**src/rtl/vdp_tiled.sv**
```systemverilog
// Tile-mode video display processor: sync timing, scrolled name/pattern fetch
// with per-tile flip, and a 4-entry 12-bit palette driving the VGA DAC pins.
module vdp_tiled #(
  parameter int unsigned H_ACTIVE      = 640,
  parameter int unsigned H_FP          = 16,
  parameter int unsigned H_SYNC        = 64,
  parameter int unsigned H_BP          = 120,
  parameter int unsigned V_ACTIVE      = 480,
  parameter int unsigned V_FP          = 1,
  parameter int unsigned V_SYNC        = 3,
  parameter int unsigned V_BP          = 16,
  parameter bit          SYNC_POL      = 1'b0,
  parameter int unsigned MAP_COLS_LOG2 = 6,
  parameter int unsigned MAP_ROWS_LOG2 = 6,
  parameter int unsigned BPP           = 2
) (
  input  logic                                   dot_clk,
  input  logic                                   reset_n,
  input  logic                                   reg_we,
  input  logic [2:0]                             reg_addr,
  input  logic [11:0]                            reg_wdata,
  output logic [MAP_ROWS_LOG2+MAP_COLS_LOG2-1:0] name_addr,
  input  logic [15:0]                            name_data,
  output logic [10:0]                            tile_addr,
  input  logic [8*BPP-1:0]                       tile_data,
  output logic [3:0]                             r,
  output logic [3:0]                             g,
  output logic [3:0]                             b,
  output logic                                   hsync,
  output logic                                   vsync,
  output logic                                   frame_start,
  output logic                                   vblank
);

  localparam int unsigned H_TOTAL = H_ACTIVE + H_FP + H_SYNC + H_BP;
  localparam int unsigned V_TOTAL = V_ACTIVE + V_FP + V_SYNC + V_BP;
  localparam int unsigned CW      = $clog2(H_TOTAL);
  localparam int unsigned LW      = $clog2(V_TOTAL);
  localparam int unsigned SXW     = MAP_COLS_LOG2 + 3;
  localparam int unsigned SYW     = MAP_ROWS_LOG2 + 3;
  localparam int unsigned TDW     = 8 * BPP;

  typedef struct packed {
    logic act;
    logic hs;
    logic vs;
    logic vb;
    logic fs;
  } flags_t;

  logic [CW-1:0]  col;
  logic [LW-1:0]  line;
  logic           col_last;
  logic           line_last;

  logic [SXW-1:0] sx_sh, sx_act, x;
  logic [SYW-1:0] sy_sh, sy_act, y;
  logic [11:0]    border;
  logic           enable;
  logic [11:0]    palette [4];

  flags_t         f1, f2, f3;
  logic [2:0]     s2_x, s2_y, s3_x, row, slot;
  logic           s3_hflip;
  logic [TDW-1:0] shifted;
  logic [1:0]     pix_idx;
  logic [11:0]    pix_colour;
  logic           unused_attr;

  assign col_last    = (col == CW'(H_TOTAL - 1));
  assign line_last   = (line == LW'(V_TOTAL - 1));
  assign unused_attr = ^name_data[7:2];

  // Dot and line counters
  always_ff @(posedge dot_clk or negedge reset_n) begin
    if (!reset_n) begin
      col  <= '0;
      line <= '0;
    end else if (col_last) begin
      col  <= '0;
      line <= line_last ? '0 : line + LW'(1);
    end else begin
      col  <= col + CW'(1);
    end
  end

  // Register file; scroll shadows are copied as the counters wrap to (0,0),
  // so a write on that same edge only reaches the following frame.
  always_ff @(posedge dot_clk or negedge reset_n) begin
    if (!reset_n) begin
      sx_sh      <= '0;
      sy_sh      <= '0;
      sx_act     <= '0;
      sy_act     <= '0;
      border     <= 12'h000;
      enable     <= 1'b1;
      palette[0] <= 12'h000;
      palette[1] <= 12'hF00;
      palette[2] <= 12'h0F0;
      palette[3] <= 12'hFF0;
    end else begin
      if (col_last && line_last) begin
        sx_act <= sx_sh;
        sy_act <= sy_sh;
      end
      if (reg_we) begin
        case (reg_addr)
          3'd0: sx_sh  <= reg_wdata[SXW-1:0];
          3'd1: sy_sh  <= reg_wdata[SYW-1:0];
          3'd2: border <= reg_wdata;
          3'd3: enable <= reg_wdata[0];
          default: begin
            if (BPP == 2 || !reg_addr[1]) palette[reg_addr[1:0]] <= reg_wdata;
          end
        endcase
      end
    end
  end

  // Stage 1: scrolled map coordinate, name fetch and timing flags
  always_comb begin
    x      = SXW'(col) + sx_act;
    y      = SYW'(line) + sy_act;
    f1.act = (32'(col) < H_ACTIVE) && (32'(line) < V_ACTIVE);
    f1.hs  = (32'(col) >= H_ACTIVE + H_FP) && (32'(col) < H_ACTIVE + H_FP + H_SYNC);
    f1.vs  = (32'(line) >= V_ACTIVE + V_FP) && (32'(line) < V_ACTIVE + V_FP + V_SYNC);
    f1.vb  = (32'(line) >= V_ACTIVE);
    f1.fs  = (col == '0) && (line == '0);
  end

  assign name_addr = {y[SYW-1:3], x[SXW-1:3]};

  // Stage 2: pattern row fetch with vertical flip
  assign row       = name_data[1] ? ~s2_y : s2_y;
  assign tile_addr = {name_data[15:8], row};

  // Stage 3: pixel select with horizontal flip
  always_comb begin
    slot       = s3_hflip ? ~s3_x : s3_x;
    shifted    = tile_data << (BPP * 32'(slot));
    pix_idx    = 2'(shifted[TDW-1 -: BPP]);
    pix_colour = enable ? palette[pix_idx] : border;
  end

  // Pipeline and output registers
  always_ff @(posedge dot_clk or negedge reset_n) begin
    if (!reset_n) begin
      s2_x        <= '0;
      s2_y        <= '0;
      f2          <= '0;
      s3_x        <= '0;
      s3_hflip    <= 1'b0;
      f3          <= '0;
      {r, g, b}   <= 12'h000;
      hsync       <= ~SYNC_POL;
      vsync       <= ~SYNC_POL;
      frame_start <= 1'b0;
      vblank      <= 1'b0;
    end else begin
      s2_x        <= x[2:0];
      s2_y        <= y[2:0];
      f2          <= f1;
      s3_x        <= s2_x;
      s3_hflip    <= name_data[0];
      f3          <= f2;
      {r, g, b}   <= f3.act ? pix_colour : 12'h000;
      hsync       <= f3.hs ? SYNC_POL : ~SYNC_POL;
      vsync       <= f3.vs ? SYNC_POL : ~SYNC_POL;
      frame_start <= f3.fs;
      vblank      <= f3.vb;
    end
  end

endmodule

```
**config.mk**
```make
export PLATFORM = sky130hd
export DESIGN_NAME = vdp_tiled
export DESIGN_NICKNAME = d
export VERILOG_FILES = /design/src/rtl/vdp_tiled.sv
export SDC_FILE = /design/constraint.sdc
export NUM_CORES = 1
export LEC_CHECK = 0
export ABC_AREA = 1
export ABC_CLOCK_PERIOD_IN_PS = 5700
export BUFFER_PORTS_ARGS = -buffer_cell sky130_fd_sc_hd__buf_2
export CAP_MARGIN = 25
export CELL_PAD_IN_SITES_DETAIL_PLACEMENT = 0
export CELL_PAD_IN_SITES_GLOBAL_PLACEMENT = 1
export CORE_MARGIN = 2
export CORE_UTILIZATION = 45
export DETAILED_ROUTE_END_ITERATION = 8
export GPL_TIMING_DRIVEN = 0
export PLACE_DENSITY = 0.81
export SYNTH_ARGS = -nofsm -noshare
export SYNTH_HDL_FRONTEND = slang
export SYNTH_SLANG_ARGS = --single-unit
```
**constraint.sdc**
```tcl
create_clock -name dot_clk -period 5.7 [get_ports dot_clk]
set_input_delay 1.14 -clock dot_clk [delete_from_list [all_inputs] [get_ports dot_clk]]
set_output_delay 1.14 -clock dot_clk [all_outputs]
set_load 0.005 [all_outputs]
```
After elaboration in Yosys (flattened, before gate mapping)

Index checks and enable logic that the tools add are counted.

Register bits after elaboration: 152
Input bits: 50
Output and inout bits: 39
Logic and storage cells: 87

$add $sub $neg: 4
Magnitude comparators: 10
Equality and inequality tests: 5
Shift-type cells: 1
Multiplexer cells: 14
Bitwise gates (word level): 5
Reductions and logical operators: 15

Operator list:

| kind                  | count |
|---|---|
| $mux 12               | 5 |
| $bwmux 48             | 1 |
| $bmux 12 s2           | 1 |
| $demux 12 s2          | 1 |
| $lt 10x10->1 const B  | 2 |
| $add 9x9->9           | 2 |
| $ge 9x9->1 const B    | 2 |
| $lt 9x9->1 const B    | 2 |
| $shl 16x4->16         | 1 |
| $add 10x1->10 const B | 1 |
| $eq 10x10->1 const B  | 1 |
| $ge 10x10->1 const B  | 1 |
| $logic_not 10->1      | 1 |
| $mux 10               | 1 |
| $reduce_and 2->1      | 5 |
| $add 9x1->9 const B   | 1 |
| $eq 9x9->1 const B    | 1 |
| $logic_not 9->1       | 1 |
| $mux 9                | 1 |
| $eq 3x2->1 const B    | 2 |
| $ge 3x3->1 const B    | 2 |
| $logic_and 1x1->1     | 6 |
| $mux 3                | 2 |
| $not 2->3             | 2 |
| other kinds (7)       | 9 |

Longest topological paths before layout

Depth in word-level cells: 9
Depth in mapped cells: 14
Depth with buffers taken out: 12

Least setup slack after synthesis

OpenSTA, ideal clock, no wires.

Kind: flip-flop to output port
From: reg col[0]
To: out name_addr[5]
Arrival: 1,715 ps
Data required time: 4,560 ps
Path slack: 2,845 ps
Cell stages (with the launch flop): 9
Buffers on the path: 1
Cells stage by stage: dfrtp_1 > ha_1 > inv_1 > fa_1 > o21ai_0 > nand4_1 > o211ai_1 > xor2_1 > buf_4

Cells in the longest elaborated chain, start to end: 1

RTL lines:

| what                   | RTL line | text |
|---|---|---|
| start, declared        | 51       | `logic [CW-1:0] col;` |
| start signal, assigned | 83       | `col <= col + CW'(1);` |
| $add 9x9->9            | 122      | `x = SXW'(col) + sx_act;` |
| end, declared          | 22       | `output logic [MAP_ROWS_LOG2+MAP_COLS_LOG2-1:0] name_addr,` |

Every way passes these cells.

Final worst setup path

Same ends and word-level chain as after synthesis.

==> summary.txt <==
Die
  – Core Area: 0.0164 mm^2
  – Initial core utilization: 45.5%
  – # rows: 47
  – Die extent in y: 133 um
  – Die width: 133 um
  – IO Pins: 89
  – Die area: 0.0176 mm^2

STA
  – Final Hold Viols: 0
  – Final Setup Violations: 0
  – Post-Route Setup TNS: 0 ns
  – Final Slew Violations: 0
  – Worst slew pin tran: 0.743 ns
  – Hold_ws: 0.347 ns
  – Clock skew: 0.00554 ns
  – Fmax: 276 MHz
  – Max-slew headroom: 50.1%
  – Unrepaired setup endpoints after global routing: no
  – Final worst path period share: 63.5%
  – Final min period: 3.62 ns

Synthesis
  – Async SR Flop Fraction: 100%
  – EDFF count, synth: 0
  – Synth Area in XOR/XNOR: 2.90%
  – Main combinational cell family by area after synthesis: simple AND/OR/NAND/NOR gates
  – Post-synthesis simple-gate area fraction: 23.2%
  – Mapped Area: 0.00747 mm^2
  – Compound-Gate Fraction of Synth Area: 8.43%
  – Synth Instances: 876
  – Avg Synthesized Cell Area: 8.53 um^2
  – Synth Warn #: 0
  – Adder-cell share of the synthesized area: 4.05%
  – Mapped Nets: 949
  – Netlist cell types: 35
  – Main synth FF type: dfrtp_1
  – Proportion of synthesized area in mux cells: 0%
  – Number of synthesized register bits: 152
  – Sequential area share after synthesis: 51.2%

Clock tree
  – CTS buffer count: 17
  – Bufs on Longest Clock Path: 2
  – Worst skew pair latency: 0.42 ns
  – # H-tree levels: 4
  – Clk sinks: 152
  – # resized after CTS: 0
  – Root Buffer Master: clkbuf_16
  – CTS tree: done
  – Cts-stage hold buffer count: 0
  – Post CTS Setup Buffer Count: 0
  – CTS clk-pin slew, worst paths: 0.06 ns

Detailed routing
  – DRT Wirelength: 16,700 um
  – Antenna-violating nets left: 0
  – 1st-pass router iterations: 4
  – Residual DRC count: 0
  – Vias per cell: 4.92
  – Via count: 5,920
  – DRT iter0 DRCs: 345
  – DR WL/cell: 13.9 um

Pwr
  – Power Dens Cells: 338 mW/mm^2
  – Pleak: 4.67 nW
  – Total power: 3.00 mW
  – Worst VDD drop: 201 uV

Setup path
  – Worst-path maximum fanout: 4
  – CP max stage delay: 0.43 ns
  – Crit-path cells: ha_1 > inv_1 > fa_1 > o21ai_0 > nand4_1 > o211ai_1 > xor2_1 > buf_4 > buf_2
  – Crit path DAT: 2.48 ns
  – WS Path Type: reg -> out
  – Worst endpoint required time: 4.56 ns
  – Worst path slowest cell: fa_1
  – Crit. End Element: output port
  – CP Launch Type: flip-flop

Cells and area
  – Area delta synth->final: 18.7%
  – Layout cells sized above 1: 18.0%
  – # nets final: 1,043
  – ANT cells: 0

GRT
  – First-pass GRT wire length: 28,300 um
  – Total grt overflow: 0
  – Vias in the first global route: 5,682
  – Gr usage total: 20.3%
  – Initial antenna violation count: 0
  – Largest net degree at the start of global routing: 78

Placed design
  – DPL Wire Length: 12,200 um
  – Port bufs: 74
  – Routability Congestion: 0.798

Run
  – Max cap viols: 0

Hold path
  – Worst hold-check path type: reg -> reg

Status
  – Status: finished clean
layout by cell type, fill, tap and decap left out, types with 2 or more instances in the layout:
| cell type | netlist | layout |
|---|---|---|
| nand2_1 | 217 | 217 |
| dfrtp_1 | 133 | 133 |
| inv_1 | 110 | 110 |
| o21ai_0 | 87 | 87 |
| nand3_1 | 76 | 76 |
| buf_2 | 2 | 75 |
| nor2_1 | 47 | 47 |
| a21oi_1 | 26 | 26 |
| buf_4 | 25 | 25 |
| ha_1 | 21 | 21 |
| dfstp_2 | 19 | 19 |
| xor2_1 | 17 | 17 |
| clkbuf_16 | 0 | 17 |
| clkbuf_1 | 16 | 16 |
| nor3_1 | 14 | 14 |
| nand3b_1 | 12 | 12 |
| nand4_1 | 11 | 11 |
| buf_6 | 6 | 7 |
| bufinv_16 | 0 | 7 |
| nand2_2 | 5 | 5 |
| inv_2 | 4 | 4 |
| xnor2_1 | 4 | 4 |
| o211ai_1 | 4 | 4 |
| clkbuf_8 | 0 | 4 |
| nor4_1 | 3 | 3 |
| nand2_4 | 3 | 3 |
| nand3_2 | 2 | 2 |
| fa_1 | 2 | 2 |
| clkinv_4 | 0 | 2 |
routing by layer:
layer | global-route usage [%] | wire length, um | up-vias | part of all wire (%)
met5 | 0 | 0 | - | 0
met4 | 5.38 | 166 | 0 | 0.99
met3 | 4.41 | 775 | 12 | 4.6
met2 | 30.7 | 7600 | 122 | 45
met1 | 29.6 | 8170 | 2811 | 49
li1 | - | - | 2975 | -
Yosys cell counts, types with 12 or more instances:
cell	count	share of area (%)
ha_1	21	3.5
a21oi_1	26	1.7
o21ai_0	87	5.8
nand2_1	217	11
dfstp_2	19	6.7
dfrtp_1	133	45
nor2_1	47	2.4
nor3_1	14	0.94
xor2_1	17	2.0
nand3_1	76	5.1
clkbuf_1	16	0.80
buf_4	25	2.5
nand3b_1	12	1.2
inv_1	110	5.5
layout make-up:
| class | instances | area (um^2) |
|---|---|---|
| buffer | 49 | 325 |
| clock buffer | 21 | 480 |
| clock inverter | 11 | 240 |
| fill | 1533 | 7540 |
| inverter | 115 | 432 |
| multi-input combinational | 560 | 2890 |
| sequential | 152 | 3830 |
| tap | 220 | 275 |
| timing repair buffer | 75 | 404 |
cell families (layout without fill, tap and decap cells):
logic type	Yosys count	after routing
adders and majority gates	23	23
DFF	152	152
and+or+nand+nor	393	393
AOI/OAI and AO/OA	121	121
buffers and inverters	164	271
xor gates and xnor gates	23	23
worst paths after layout:
kind	start	endpoint	slack, ns	cells after the start
setup / recovery	col[0]	name_addr[5]	2.08	9
hold / removal	f2[1]	f3[1]	0.35	0
setup reg to reg	line[1]	sy_act[6]	3.75	8
hold reg to reg	f2[1]	f3[1]	0.35	0
max in group asynchronous	reset_n	palette[35]	4.08	2
min in group asynchronous	reset_n	sy_act[1]	0.75	1
report_power, final:
part	switching, mW	leakage, nW	internal (mW)	total (mW)
sequential	0.0538	1.91	1.23	1.28
clock	0.443	0.349	0.913	1.36
combinational	0.216	2.41	0.146	0.362
worst max-delay path: cells and delay by family (launching register included):
| family | cells | cell delay [ns] |
|---|---|---|
| buffers and inverters | 3 | 0.28 |
| adder cells (fa/ha/maj) | 2 | 0.63 |
| XOR/XNOR | 1 | 0.17 |
| AND/OR/NAND/NOR | 1 | 0.13 |
| flip-flops | 1 | 0.41 |
| AO/OA/AOI/OAI | 2 | 0.45 |
state kept, by name (all words and copies together), names as in the netlist:
register,count
border,12
hsync,1
vsync,1
line,9
s3_x,3
b,4
s3_hflip,1
sy_sh,9
f2,5
sx_sh,9
vblank,1
sx_act,9
s2_x,3
g,4
enable,1
r,4
s2_y,3
sy_act,9
frame_start,1
palette,48
col,10
f3,5
stage by stage:
stage,worst slack (ns),area (um^2),std cells,utilization [%]
6_report,2.08,8870,1203,54.1
5_1_grt,1.87,8870,1203,54.1
4_1_cts,2.01,8870,1203,54.1
3_5_place_dp,2.50,8150,1171,49.7
3_3_place_gp,1.23,8120,1170,49.5
2_1_floorplan,2.84,7470,876,-
Power figures use the tool's default switching activity.
